--- config.mk ---
export PLATFORM = sky130hd
export DESIGN_NAME = seq_det_prog
export DESIGN_NICKNAME = d
export VERILOG_FILES = /design/src/rtl/seq_det_prog.sv
export SDC_FILE = /design/constraint.sdc
export NUM_CORES = 1
export LEC_CHECK = 0
export CAP_MARGIN = 15
export CORE_AREA = 2 2 57 59
export CTS_CLUSTER_DIAMETER = 50
export DETAILED_ROUTE_END_ITERATION = 16
export DIE_AREA = 0 0 59 61
export PLACE_DENSITY = 0.82
export RECOVER_POWER = 100
export SYNTH_ARGS = -nofsm -noshare
export SYNTH_HDL_FRONTEND = slang
export SYNTH_SLANG_ARGS = --single-unit
--- constraint.sdc ---
create_clock -name clock -period 2.7 [get_ports clock]
set_input_delay 0.27 -clock clock [delete_from_list [all_inputs] [get_ports clock]]
set_output_delay 0.27 -clock clock [all_outputs]
set_load 0.05 [all_outputs]
--- src/rtl/seq_det_prog.sv ---
// ---------------------------------------------------------------------------
// seq_det_prog
//
// Programmable serial pattern detector. One bit is accepted per cycle with
// in_valid high and matched against a runtime-loadable pattern of 1..PAT_W
// bits. The oldest bit of the window lines up with pat[len-1] and the newest
// with pat[0]. Matching can be overlapping or non-overlapping, selected per
// accepted bit. The detect pulse is registered (Moore-style), so det_o never
// follows seq_in combinationally.
//
// Ports:
//   clock      in   1      rising-edge clock
//   reset      in   1      asynchronous, active-low reset
//   seq_in     in   1      serial data bit
//   in_valid   in   1      seq_in is accepted only when high
//   overlap    in   1      1 = overlapping match, 0 = non-overlapping
//   pat_load   in   1      capture pat_value/pat_len; wins over in_valid
//   pat_value  in   PAT_W  new pattern, LSB-aligned
//   pat_len    in   LEN_W  new pattern length (clamped to PAT_W, 0 disables)
//   det_o      out  1      one-cycle detect pulse
//   det_count  out  CNT_W  saturating detection count
//
// Build option:
//   SEQ_DET_COUNT_EN  when defined, det_count counts detections. When
//                     undefined, the counter is removed and det_count is 0.
// ---------------------------------------------------------------------------
module seq_det_prog #(
    parameter int               PAT_W   = 8,
    parameter int               LEN_W   = 5,
    parameter int               CNT_W   = 8,
    parameter logic [PAT_W-1:0] RST_PAT = PAT_W'(8'h05),
    parameter logic [LEN_W-1:0] RST_LEN = LEN_W'(3)
) (
    input  logic             clock,
    input  logic             reset,
    input  logic             seq_in,
    input  logic             in_valid,
    input  logic             overlap,
    input  logic             pat_load,
    input  logic [PAT_W-1:0] pat_value,
    input  logic [LEN_W-1:0] pat_len,
    output logic             det_o,
    output logic [CNT_W-1:0] det_count
);

    logic [PAT_W-1:0] hist;
    logic [PAT_W-1:0] pat;
    logic [LEN_W-1:0] len;
    logic [LEN_W-1:0] fill;

    logic [PAT_W-1:0] cand;
    logic [PAT_W-1:0] len_mask;
    logic [LEN_W:0]   fill_inc;
    logic [LEN_W-1:0] fill_next;
    logic [LEN_W-1:0] load_len;
    logic             match_now;

    // Candidate window and match decision for the bit being offered this
    // cycle. fill_inc is one bit wider so fill+1 cannot wrap. Only the low
    // len bits of window and pattern take part in the compare.
    always_comb begin
        cand     = {hist[PAT_W-2:0], seq_in};
        len_mask = '0;
        for (int i = 0; i < PAT_W; i++) begin
            if (i < int'(len)) begin
                len_mask[i] = 1'b1;
            end
        end
        fill_inc  = {1'b0, fill} + 1'b1;
        match_now = (len != '0) &&
                    (fill_inc >= {1'b0, len}) &&
                    ((cand & len_mask) == (pat & len_mask));
        fill_next = (fill_inc >= {1'b0, len}) ? len : fill_inc[LEN_W-1:0];
        load_len  = (pat_len > LEN_W'(PAT_W)) ? LEN_W'(PAT_W) : pat_len;
    end

    // Detector state. A load restarts matching from an empty window and
    // swallows any bit offered in the same cycle. In non-overlapping mode a
    // match empties the window so the next match needs len fresh bits.
    always_ff @(posedge clock or negedge reset) begin
        if (!reset) begin
            pat   <= RST_PAT;
            len   <= RST_LEN;
            hist  <= '0;
            fill  <= '0;
            det_o <= 1'b0;
        end else if (pat_load) begin
            pat   <= pat_value;
            len   <= load_len;
            hist  <= '0;
            fill  <= '0;
            det_o <= 1'b0;
        end else if (in_valid) begin
            hist  <= cand;
            det_o <= match_now;
            fill  <= (match_now && !overlap) ? '0 : fill_next;
        end else begin
            det_o <= 1'b0;
        end
    end

`ifdef SEQ_DET_COUNT_EN
    logic [CNT_W-1:0] count_q;

    // Counts on the same edge that raises det_o and sticks at all-ones.
    always_ff @(posedge clock or negedge reset) begin
        if (!reset) begin
            count_q <= '0;
        end else if (!pat_load && in_valid && match_now && (count_q != '1)) begin
            count_q <= count_q + 1'b1;
        end
    end

    assign det_count = count_q;
`else
    assign det_count = '0;
`endif

endmodule

==> results.json <==
{
  "synth-edff-count": 0,
  "core_area_sq_um": 2950,
  "nNetsFinal": 187,
  "synth_cell_type_count": 28,
  "synth_top_flop_cell": "sky130_fd_sc_hd__dfrtp_1",
  "cts_inserted_buffers": 3,
  "synthesis.area_sq_um": 1450,
  "timing_max_transition_violations_final": 0,
  "hold_path.class": "primary input to flip-flop",
  "postCtsSetupRepairBufs": 0,
  "clock.fmax_mhz": 407,
  "cts_buffer_depth": 2,
  "via_per_inst": 5.42,
  "rsz0062_at_grt": "no",
  "max_cap_viol_count": 0,
  "timing.rr.start": "fill[0]$_DFFE_PN0P_",
  "clk_pin_slew_ns": 0.13,
  "postPlaceCellArea_sq_um": 1650,
  "hold_viol_final": 0,
  "p_leak_uw": 0.000744,
  "maximum_fanout_along_the_worst_path": 6,
  "reg2reg_setup_slack_ns": 0.25,
  "final_cells": 194,
  "place.detailed.hpwl_microns": 2170,
  "die_w_microns": 59,
  "die_area_sq_um": 3600,
  "portBuffers": 19,
  "layout_setup_ws_ns": 0.246,
  "detail_route.wl_per_cell_microns": 14.0,
  "detail_route.first_pass.iterations": 4,
  "antenna_cells_inserted": 0,
  "timing.clock.skew_ns": 0.00180,
  "cts.root.buffer_cell": "sky130_fd_sc_hd__clkbuf_4",
  "worst_ep_arrival_time_ns": 2.70,
  "setup_tns_ns": 0,
  "yosys-top-cells-area": "sky130_fd_sc_hd__dfrtp_1 38%, sky130_fd_sc_hd__mux2i_1 7.6%, sky130_fd_sc_hd__dfstp_2 7.3%, sky130_fd_sc_hd__mux2_2 7.0%, sky130_fd_sc_hd__xnor2_1 6.0%",
  "drtIter0Drc": 17,
  "clock_latency_ns": 0.31,
  "most-common-layout-cells": "22 x sky130_fd_sc_hd__dfrtp_1, 15 x sky130_fd_sc_hd__clkdlybuf4s50_1, 14 x sky130_fd_sc_hd__nor2_1",
  "cts.sink_count": 26,
  "post-route-cell-area_sq_um": 1680,
  "timing_worst_setup_path_type": "flip-flop to flip-flop",
  "synth_area_per_cell_sq_um": 10.3,
  "syn-instance-count": 141,
  "floorplan.rows": 20,
  "io-pin-count": 28,
  "grtUsageTotal": 0.166,
  "timing.final.crit_share": 0.909,
  "htree_num_levels": 1,
  "drc": 0,
  "vias": 1052,
  "die_h_microns": 61,
  "grt_pass1_wl_microns": 4410,
  "run_status": "completed",
  "synth_sequential_area_ratio": 0.453,
  "ys_ff_latch": 26,
  "placedCellCount": 190,
  "cts.repair.resized": 0,
  "cp.required_ns": 2.95,
  "hp-start": "pat_len[0]",
  "cell_type_contributing_the_most_total_cell_area_after_synthesis": "sky130_fd_sc_hd__dfrtp_1",
  "utilization": 0.567,
  "globalRoute.totalOverflow": 0,
  "starting_density_of_the_core": 0.491,
  "hold-path-cell-count": 3,
  "number_of_setup_violations_in_the_final_report": 0,
  "cts_tree": "yes",
  "worst_r2r_end": "fill[0]$_DFFE_PN0P_",
  "holdBufCountCts": 0,
  "drive_gt1_frac": 0.130,
  "min_to": "len[0]$_DFFE_PN1P_",
  "ir_drop_mv": 0.289,
  "mostFrequentLayoutCell": "sky130_fd_sc_hd__dfrtp_1",
  "synth_warnings": 0,
  "pwr_density_cell_nw_per_um2": 496,
  "cp-end-kind": "flip-flop",
  "slew_headroom": 0.0882,
  "grt_pass1_vias": 1036,
  "wl_microns": 2710,
  "antenna_nets_post_route": 0,
  "asyncSetResetFlopFracSynth": 1.00,
  "placement.setup.worst_slack_ns": 0.303,
  "finalCriticalPeriod_ns": 2.45,
  "rr_worst_depth": 9,
  "routabilityCongestion": 0.889,
  "antenna_violations_before_repair": 0,
  "largest_net_degree_at_the_start_of_global_routing": 27,
  "slew_of_the_pin_with_the_lowest_slew_margin_ns": 1.37,
  "synthToLayoutAreaGrowth_pct": 15.6,
  "critical_path.startpoint_type": "flip-flop",
  "yosys.area.top_type_share": 0.380
}
-- report_power, final --
part	total (uW)	switching (uW)	internal (uW)
clock	192	109	82.5
sequential	443	25.8	417
combinational	195	105	90.8
-- how the worst max path moves through the flow --
stage | startpoint | end | slack, ns | cells after the start
after detailed placement | fill[0]$_DFFE_PN0P_ | fill[0]$_DFFE_PN0P_ | 0.30 | 9
final | fill[0]$_DFFE_PN0P_ | fill[0]$_DFFE_PN0P_ | 0.25 | 9
after CTS | fill[0]$_DFFE_PN0P_ | fill[0]$_DFFE_PN0P_ | 0.26 | 9
after global placement | fill[0]$_DFFE_PN0P_ | fill[0]$_DFFE_PN0P_ | 0.55 | 9
after global routing | fill[0]$_DFFE_PN0P_ | fill[0]$_DFFE_PN0P_ | 0.04 | 9
after floorplan | fill[0]$_DFFE_PN0P_ | fill[0]$_DFFE_PN0P_ | 0.61 | 9
-- logic make-up after synthesis --
| family | Yosys count | share of synthesized area |
|---|---|---|
| buffers and inverters | 17 | 0.0648 |
| DFF | 26 | 0.453 |
| muxes | 20 | 0.146 |
| AOI/OAI and AO/OA | 21 | 0.0777 |
| xor gates and xnor gates | 11 | 0.0665 |
| other | 1 | 0.00259 |
| adders and majority gates | 6 | 0.0518 |
| and+or+nand+nor | 39 | 0.138 |
-- cell usage after synthesis, drive strengths merged (2+ instances only) --
cell type / count
dfrtp: 22
nor2: 15
mux2i: 11
o21ai: 11
xnor2: 10
buf: 9
mux2: 9
nand2: 8
a21oi: 7
nand3: 7
ha: 6
inv: 5
dfstp: 4
nor4: 4
clkbuf: 3
nand2b: 2
-- final cells by class --
class	count	area, sq um
Inverter	5	18.8
Multi-Input combinational cell	105	726
Fill cell	277	1280
Clock buffer	4	36.3
Timing Repair Buffer	21	198
Tap cell	33	41.3
Sequential cell	26	656
-- registers in the layout (all words and copies together), names as in the netlist --
name / count
hist: 7
fill: 5
len: 5
pat: 8
det_o: 1
-- worst max-delay path: stages (launching register included) --
cell and delay, ns:
sky130_fd_sc_hd__dfrtp_1 0.44, sky130_fd_sc_hd__ha_1 0.21, sky130_fd_sc_hd__nand3_1 0.12, sky130_fd_sc_hd__xnor2_1 0.23, sky130_fd_sc_hd__ha_1 0.30, sky130_fd_sc_hd__a21oi_1 0.16, sky130_fd_sc_hd__o21ai_1 0.13, sky130_fd_sc_hd__nor2_2 0.29
sky130_fd_sc_hd__mux2_2 0.38, sky130_fd_sc_hd__o21ai_1 0.13
-- through the flow --
stage	hold slack, ns	power, uW
after floorplan	-0.0256	595
after global placement	0.513	642
after detailed placement	0.521	650
after CTS	0.314	839
after global routing	0.501	875
final	0.472	830
-- routing by layer --
layer | vias to the layer above | wire length (microns) | GRT usage
met5 | - | 0 | 0
li1 | 510 | - | -
met4 | 0 | 41 | 0.0649
met3 | 6 | 91 | 0.0299
met1 | 504 | 1060 | 0.173
met2 | 32 | 1510 | 0.325
Note: power is estimated with default switching activity, not from simulation.
